==> config.mk <==
export PLATFORM = sky130hd
export DESIGN_NAME = hazard3_break_sequencer
export DESIGN_NICKNAME = d
export VERILOG_FILES = /design/src/rtl/hazard3_break_sequencer_pkg.sv /design/src/rtl/hazard3_break_sequencer_cause_pri.sv /design/src/rtl/hazard3_break_sequencer.sv
export SDC_FILE = /design/constraint.sdc
export NUM_CORES = 1
export LEC_CHECK = 0
export CAP_MARGIN = 20
export CORE_ASPECT_RATIO = 1.25
export CORE_MARGIN = 3
export CORE_UTILIZATION = 30
export CTS_CLUSTER_DIAMETER = 80
export CTS_CLUSTER_SIZE = 16
export DETAILED_ROUTE_END_ITERATION = 8
export PLACE_DENSITY_LB_ADDON = 0.05
export SETUP_SLACK_MARGIN = 0.4
export SLEW_MARGIN = 30
export SYNTH_ARGS = -nofsm -noshare
export SYNTH_HDL_FRONTEND = slang
export SYNTH_SLANG_ARGS = --single-unit
==> constraint.sdc <==
create_clock -name clk -period 2.65 [get_ports clk]
set_clock_uncertainty 0.05 [all_clocks]
set_input_delay 0.3975 -clock clk [delete_from_list [all_inputs] [get_ports clk]]
set_output_delay 0.3975 -clock clk [all_outputs]
set_load 0.03 [all_outputs]
==> src/rtl/hazard3_break_sequencer_pkg.sv <==
// Shared encodings for the debug-entry sequencer: dcsr.cause values and FSM states.
package hazard3_break_sequencer_pkg;

  localparam logic [2:0] CAUSE_NONE    = 3'd0;
  localparam logic [2:0] CAUSE_EBREAK  = 3'd1;
  localparam logic [2:0] CAUSE_TRIGGER = 3'd2;
  localparam logic [2:0] CAUSE_HALTREQ = 3'd3;
  localparam logic [2:0] CAUSE_STEP    = 3'd4;

  typedef enum logic [2:0] {
    ST_RUN    = 3'd0,
    ST_STEP   = 3'd1,
    ST_DREQ   = 3'd2,
    ST_HALTED = 3'd3,
    ST_RESUME = 3'd4
  } state_t;

endpackage

==> src/rtl/hazard3_break_sequencer_cause_pri.sv <==
// Priority encoder from pre-gated break events to one request; M-break is lowest
// and reported via is_mbreak rather than a dcsr cause.
module hazard3_dbg_cause_pri
  import hazard3_break_sequencer_pkg::*;
(
  input  logic       ev_trig_d,
  input  logic       ev_ebreak,
  input  logic       ev_halt,
  input  logic       ev_step,
  input  logic       ev_trig_m,
  output logic       valid,
  output logic [2:0] cause,
  output logic       is_mbreak
);

  always_comb begin
    valid     = 1'b1;
    cause     = CAUSE_NONE;
    is_mbreak = 1'b0;
    if (ev_trig_d)      cause = CAUSE_TRIGGER;
    else if (ev_ebreak) cause = CAUSE_EBREAK;
    else if (ev_halt)   cause = CAUSE_HALTREQ;
    else if (ev_step)   cause = CAUSE_STEP;
    else if (ev_trig_m) is_mbreak = 1'b1;
    else                valid = 1'b0;
  end

endmodule

==> src/rtl/hazard3_break_sequencer.sv <==
// Debug-entry / breakpoint sequencer: arbitrates trigger, ebreak, haltreq and step
// into one held D-mode or M-mode break request and owns the d_mode flag.
module hazard3_break_sequencer
  import hazard3_break_sequencer_pkg::*;
#(
  parameter int W_ADDR = 32
) (
  input  logic              clk,
  input  logic              rst,
  input  logic              trig_break_any,
  input  logic              trig_break_d_mode,
  input  logic              x_valid,
  input  logic              x_stall,
  input  logic [W_ADDR-1:0] x_pc,
  input  logic              x_is_ebreak,
  input  logic              x_retire,
  input  logic              m_mode,
  input  logic              dcsr_ebreakm,
  input  logic              dcsr_ebreaku,
  input  logic              dcsr_step,
  input  logic              haltreq,
  input  logic              resumereq,
  output logic              dbg_req,
  output logic [2:0]        dbg_cause,
  output logic [W_ADDR-1:0] dbg_dpc,
  input  logic              dbg_ack,
  output logic              mbrk_req,
  input  logic              mbrk_ack,
  output logic              d_mode,
  output logic              halted,
  output logic              running,
  output logic              resumeack
);

  state_t            state;
  logic [W_ADDR-1:0] last_pc;
  logic              step_pend;

  logic active, samp, ev_trig_d, ev_ebreak, ev_halt, ev_step, ev_trig_m;
  logic pri_valid, pri_mbreak;
  logic [2:0] pri_cause;

  assign active = (state == ST_RUN) || (state == ST_STEP);
  assign samp   = active && x_valid && !x_stall;

  // A pending M-break blocks every new sample except a trigger D-break, which preempts it.
  assign ev_trig_d = samp && trig_break_any && trig_break_d_mode;
  assign ev_ebreak = samp && !mbrk_req && x_is_ebreak && (m_mode ? dcsr_ebreakm : dcsr_ebreaku);
  assign ev_halt   = !mbrk_req && haltreq && (samp || (state == ST_RUN && !x_valid));
  assign ev_step   = samp && !mbrk_req && step_pend;
  assign ev_trig_m = samp && !mbrk_req && trig_break_any && !trig_break_d_mode;

  hazard3_dbg_cause_pri u_pri (
    .ev_trig_d (ev_trig_d),
    .ev_ebreak (ev_ebreak),
    .ev_halt   (ev_halt),
    .ev_step   (ev_step),
    .ev_trig_m (ev_trig_m),
    .valid     (pri_valid),
    .cause     (pri_cause),
    .is_mbreak (pri_mbreak)
  );

  always_ff @(posedge clk) begin
    if (rst) begin
      state     <= ST_RUN;
      last_pc   <= '0;
      step_pend <= 1'b0;
      dbg_req   <= 1'b0;
      dbg_cause <= CAUSE_NONE;
      dbg_dpc   <= '0;
      mbrk_req  <= 1'b0;
      d_mode    <= 1'b0;
      halted    <= 1'b0;
      running   <= 1'b1;
      resumeack <= 1'b0;
    end else begin
      resumeack <= 1'b0;
      if (mbrk_ack) mbrk_req <= 1'b0;
      if (samp) last_pc <= x_pc;
      case (state)
        ST_RUN, ST_STEP: begin
          if (pri_valid && pri_mbreak) begin
            mbrk_req <= 1'b1;
          end else if (pri_valid) begin
            mbrk_req  <= 1'b0;
            dbg_req   <= 1'b1;
            dbg_cause <= pri_cause;
            dbg_dpc   <= x_valid ? x_pc : last_pc;
            step_pend <= 1'b0;
            state     <= ST_DREQ;
          end else if (state == ST_STEP && x_retire && !mbrk_req) begin
            // dpc is the next instruction's PC, so entry waits for its X cycle
            step_pend <= 1'b1;
          end
        end
        ST_DREQ: begin
          if (dbg_ack) begin
            dbg_req <= 1'b0;
            d_mode  <= 1'b1;
            halted  <= 1'b1;
            running <= 1'b0;
            state   <= ST_HALTED;
          end
        end
        ST_HALTED: begin
          if (resumereq) state <= ST_RESUME;
        end
        ST_RESUME: begin
          resumeack <= 1'b1;
          d_mode    <= 1'b0;
          halted    <= 1'b0;
          running   <= 1'b1;
          state     <= dcsr_step ? ST_STEP : ST_RUN;
        end
        default: state <= ST_RUN;
      endcase
    end
  end

endmodule

* Word-level counts from Yosys, hierarchy flattened
Cells that the tools add are included.
** Word-level totals
- Register bits after elaboration :: 76
- Input bits :: 48
- Output and inout bits :: 41
- Word-level logic and storage cells :: 86
** Operators by class
- Equality and inequality tests :: 8
- Muxes and demuxes :: 35
- Bitwise logic cells :: 1
- Reductions and logical operators :: 32
** Operators with widths (number)
- 2-to-1 mux 32 bit :: 1
- 2-to-1 mux 3 bit :: 8
- 2-to-1 mux 1 bit :: 22
- logical AND 1 bit :: 16
- one-hot mux 3 bit (4 select lines) :: 1
- inequality test 2 bit, second input constant :: 4
- AND reduction 4 bit :: 2
- equality test 3 x 2 -> 1 bit, second input constant :: 2
- one-hot mux 1 bit (2 select lines) :: 3
- AND reduction 3 bit :: 2
- nonzero test 2 bit :: 3
- zero test 1 bit :: 4
- equality test 3 x 1 -> 1 bit, second input constant :: 1
- equality test 3 bit, second input constant :: 1
- zero test 3 bit :: 1
- logical OR 1 bit :: 2
- AND reduction 2 bit :: 1
- OR reduction 2 bit :: 1
- NOT 1 bit :: 1

* Logic depth before layout (Yosys ltp)
- Depth in word-level cells :: 15
- Gate-level depth with buffers :: 7
- Gate-level depth less buffers :: 4

* Cells and area by module
A second synthesis with hierarchy kept.
** Second synthesis, totals
- Cell total of the unflattened synthesis :: 358
- Area total of the unflattened synthesis :: 3181.8 sq um
** Modules (own cells, without submodules)
- hazard3_break_sequencer :: times used 1, cells each 350, area each 3128.0 sq um, sequential area each 1521.5 sq um
- hazard3_dbg_cause_pri :: times used 1, cells each 8, area each 53.8 sq um, sequential area each 0.0 sq um

* Worst setup path after synthesis
Ideal clock, no wire load.
- Path kind :: input to register
- Start :: in x_valid
- End :: reg dbg_dpc[10]
- Library setup time :: 146 ps
- Arrival :: 1847 ps
- Required time :: 2454 ps
- Path slack :: 607 ps
- Stages on the path :: 7
- Path buffers :: 3
- Cells stage by stage :: buf_4 or4b_1 buf_2 a211o_1 nand3_1 buf_4 a211oi_2
** On the way
- Cells in the longest elaborated chain, start to end :: 13
- Elaborated cells on any way between the ends :: 27
- Classes of those cells :: mux (10); bitwise (1); reduce/logical (16)
** Ends and longest elaborated chain
- from (decl) :: line hazard3_break_sequencer.sv:12 : input logic x_valid,
- logical AND 1 bit (2 in series) :: line hazard3_break_sequencer.sv:44 : assign samp = active && x_valid && !x_stall;
- logical AND 1 bit :: line hazard3_break_sequencer.sv:48, hazard3_break_sequencer.sv:50, hazard3_break_sequencer.sv:51
- logical AND 1 bit (2 in series) :: line hazard3_break_sequencer.sv:51 : assign ev_trig_m = samp && !mbrk_req && trig_break_any && !trig_break_d_mode;
- 2-to-1 mux 1 bit :: line hazard3_break_sequencer_cause_pri.sv:24 : else if (ev_trig_m) is_mbreak = 1'b1;
- 2-to-1 mux 1 bit :: line hazard3_break_sequencer_cause_pri.sv:23 : else if (ev_step) cause = CAUSE_STEP;
- 2-to-1 mux 1 bit :: line hazard3_break_sequencer_cause_pri.sv:22 : else if (ev_halt) cause = CAUSE_HALTREQ;
- 2-to-1 mux 1 bit :: line hazard3_break_sequencer_cause_pri.sv:21 : else if (ev_ebreak) cause = CAUSE_EBREAK;
- 2-to-1 mux 1 bit :: line hazard3_break_sequencer_cause_pri.sv:20 : if (ev_trig_d) cause = CAUSE_TRIGGER;
- logical AND 1 bit :: line hazard3_break_sequencer.sv:83 : if (pri_valid && pri_mbreak) begin
- NOT 1 bit (no line)
- AND reduction 3 bit (no line)
- to (signal assigned) :: line hazard3_break_sequencer.sv:89 : dbg_dpc <= x_valid ? x_pc : last_pc;
- to (decl) :: line hazard3_break_sequencer.sv:25 : output logic [W_ADDR-1:0] dbg_dpc,
Parallel ways exist; a longest one is shown, timed or not.
A chain may end at the register's enable or synchronous reset.

* Worst setup path after layout
- Start :: in x_stall
- End :: reg dbg_dpc[22]
** On the way
- Cells in the longest elaborated chain, start to end :: 13
- Elaborated cells on any way between the ends :: 24
- Classes of those cells :: mux (9); bitwise (1); reduce/logical (14)
** Ends and longest elaborated chain
- from (decl) :: line hazard3_break_sequencer.sv:13 : input logic x_stall,
- zero test 1 bit * :: line hazard3_break_sequencer.sv:44
- logical AND 1 bit * :: line hazard3_break_sequencer.sv:44
- logical AND 1 bit :: line hazard3_break_sequencer.sv:48, hazard3_break_sequencer.sv:50, hazard3_break_sequencer.sv:51
- logical AND 1 bit (2 in series) :: line hazard3_break_sequencer.sv:51
- 2-to-1 mux 1 bit :: line hazard3_break_sequencer_cause_pri.sv:24
- 2-to-1 mux 1 bit :: line hazard3_break_sequencer_cause_pri.sv:23
- 2-to-1 mux 1 bit :: line hazard3_break_sequencer_cause_pri.sv:22
- 2-to-1 mux 1 bit :: line hazard3_break_sequencer_cause_pri.sv:21
- 2-to-1 mux 1 bit :: line hazard3_break_sequencer_cause_pri.sv:20
- logical AND 1 bit :: line hazard3_break_sequencer.sv:83
- NOT 1 bit (no line)
- AND reduction 3 bit (no line) *
Every way passes the cells marked *; elsewhere a longest branch is shown, timed or not.

==> out/qor.txt <==
worst hold path type: flop to flop
number of global-route vias before repair: 3020
f_max: 487 MHz
routability congestion estimate: 0.781
PD cells: 697 nW/um^2
worst path cell trace: clkdlybuf4s50_1, or4b_4, a211o_1, nand3_2, buf_12, a211oi_2
YS warnings: 0
CTS tree: built
min setup slack post-route: 595 ps
pre-CTS setup slack: 17.0 ps
Least-Margin Pin Slew: 677 ps
FFs w/ async S/R, synth: 0%
Num CTS Buffers: 9
Post-CTS Setup Bufs: 0
setup_tns: 0 ps
vias: 3007
Layout area overhead: 38.6%
CP Max Fanout: 19
IO Pins: 89
Num Clock Sinks: 76
fin. max-slew vios: 0
DRT Wirelength: 10100 um
fin crit share: 77.5%
Pre-antenna DRT Iters: 4
Starting Density: 30.7%
Top FF cell, synth: dfxtp_1
row count: 43
Wirelength per Cell: 17.3 um
initial antenna violation count: 0
Routed Antenna Nets: 0
Min Clock Period, post-route: 2050 ps
clock insertion delay at the later pin of the skew report: 330 ps
Die Y-Extent: 125 um
Arr. time, crit path: 2190 ps
CTS Hold Bufs: 0
Critical Path Max Stage Delay: 550 ps
final hold viol count: 0
Mapped Avg Cell Area: 9.38 um^2
outcome: complete, no violations
# nets final: 495
cells after synthesis: 365
number of flops mapped to enable cells by yosys: 0
largest cells by area after synthesis: dfxtp_1 44%, a211oi_2 11%, mux2i_1 9.4%
CTS max path bufs: 2
Synth top area share: 44.4%
Worst Setup Start Kind: input pin
via/cell ratio: 5.13
Clk pin slew, worst setup/hold paths: 60 ps
final number of setup-violating endpoints: 0
DRT iter0 DRCs: 80
fraction of layout cells with a size suffix above 1: 16.2%
core box area: 11100 um^2
top cells by count, synth: 76 x dfxtp_1, 71 x nand2_1, 39 x a21oi_1
clk root buf: clkbuf_16
DP HPWL: 6670 um
Worst path slowest cell: or4b_4
RSZ-0062 raised after global routing: false
Slew HR: 54.9%
syn_nets: 413
Ant. Diodes: 0
FF+latch count, synth: 76
peak supply drop: 303 uV
sequential area share after synthesis: 44.4%
maxcap violations: 0
die width: 102 um
Tot GR Track Use: 15.8%
Clock H-tree levels: 3
CP endpoint kind: flop
residual DRC count: 0
cell with the most instances after synthesis: dfxtp_1
Overflow after GRT: 0
WS Path Type: input pin to flop
Mapped Area: 3420 um^2
largest area contributor in the netlist: dfxtp_1
Port Buffers: 88
total power: 0.00331 W
largest net degree at the start of global routing: 52
Lkg Pwr: 1.71 nW
CP required: 2790 ps
Synth cell types: 37
first-pass GRT wire length: 15800 um
Die Area: 12700 um^2
## metal layers
metal	part of all wire [%]	global-route usage [%]	routed length, um
met1	45	20.0	4600
met2	50	26.2	5020
met3	4.2	4.19	428
met4	0.64	5.01	65
met5	0	0	0
## repair_timing
| action | 4_1_cts | 5_1_grt |
|---|---|---|
| resized for setup | 1 | 3 |
| setup endpoints to repair | 17 | 34 |
| pin swaps | 0 | 1 |
| gates cloned | 0 | 0 |
## power breakdown
group / total [W] / switching (W) / leakage (nW) / internal (W)
logic: 0.000849 / 0.000472 / 0.944 / 0.000377
registers: 0.00131 / 0.0000603 / 0.624 / 0.00125
clock network: 0.00115 / 0.000474 / 0.142 / 0.000678
## path summary, 6_finish.rpt
check             cells after the start           to  slack, ps   startpoint
setup / recovery                      6  dbg_dpc[22]        600      x_stall
setup reg to reg                      6  dbg_dpc[22]        670     state[1]
hold / removal                        2  last_pc[29]        400  last_pc[29]
hold reg to reg                       2  last_pc[29]        400  last_pc[29]
## state kept, by name, indices dropped and copies added (netlist names)
register / flops
dbg_cause: 3
step_pend: 1
dbg_dpc: 32
resumeack: 1
last_pc: 32
mbrk_req: 1
state: 3
halted: 1
dbg_req: 1
running: 1
## through the flow
stage	cells	cell area [um^2]	hold WS, ps	util [%]
4_1_cts	586	4730	405	42.5
3_3_place_gp	571	4450	391	40.0
2_1_floorplan	365	3420	386	-
6_report	586	4750	404	42.6
5_1_grt	586	4750	418	42.6
3_5_place_dp	571	4450	397	40.0
## placed cells by master (no fill, tap or decap), drive strengths merged, types with 2 or more instances in the layout
cell / count
nor2: 6
clkdlybuf4s50: 86
dfxtp: 76
clkinv: 3
nor3: 4
nand4: 2
a211oi: 35
nand2b: 2
buf: 20
mux2: 2
nand2: 71
clkbuf: 11
nor4b: 3
nand3b: 2
nor4: 34
nand3: 2
o21ai: 4
a31oi: 2
inv: 4
mux2i: 32
a21oi: 39
## worst max-delay path, delay by kind of cell
family	cells	cell delay, ps
buffers and inverters	2	680
AND/OR/NAND/NOR	2	690
AO/OA/AOI/OAI	2	400
## cell families (layout without fill, tap and decap cells)
family                 count (synthesis)  after routing  share of synthesized area, %
AOI/OAI and AO/OA                     86             86                          20.6
buffers and inverters                 38            124                          5.70
DFF                                   76             76                          44.4
muxes                                 34             34                          10.0
and+or+nand+nor                      131            131                          19.2
## cell type report
| type | instances | area (um^2) |
|---|---|---|
| Clock buffer | 11 | 253 |
| Clock inverter | 4 | 23.8 |
| Fill cell | 1088 | 6390 |
| Inverter | 3 | 11.3 |
| Multi-Input combinational cell | 251 | 1720 |
| Sequential cell | 76 | 1520 |
| Tap cell | 135 | 169 |
| Timing Repair Buffer | 106 | 1040 |
Note: power is estimated with default switching activity, not from simulation.
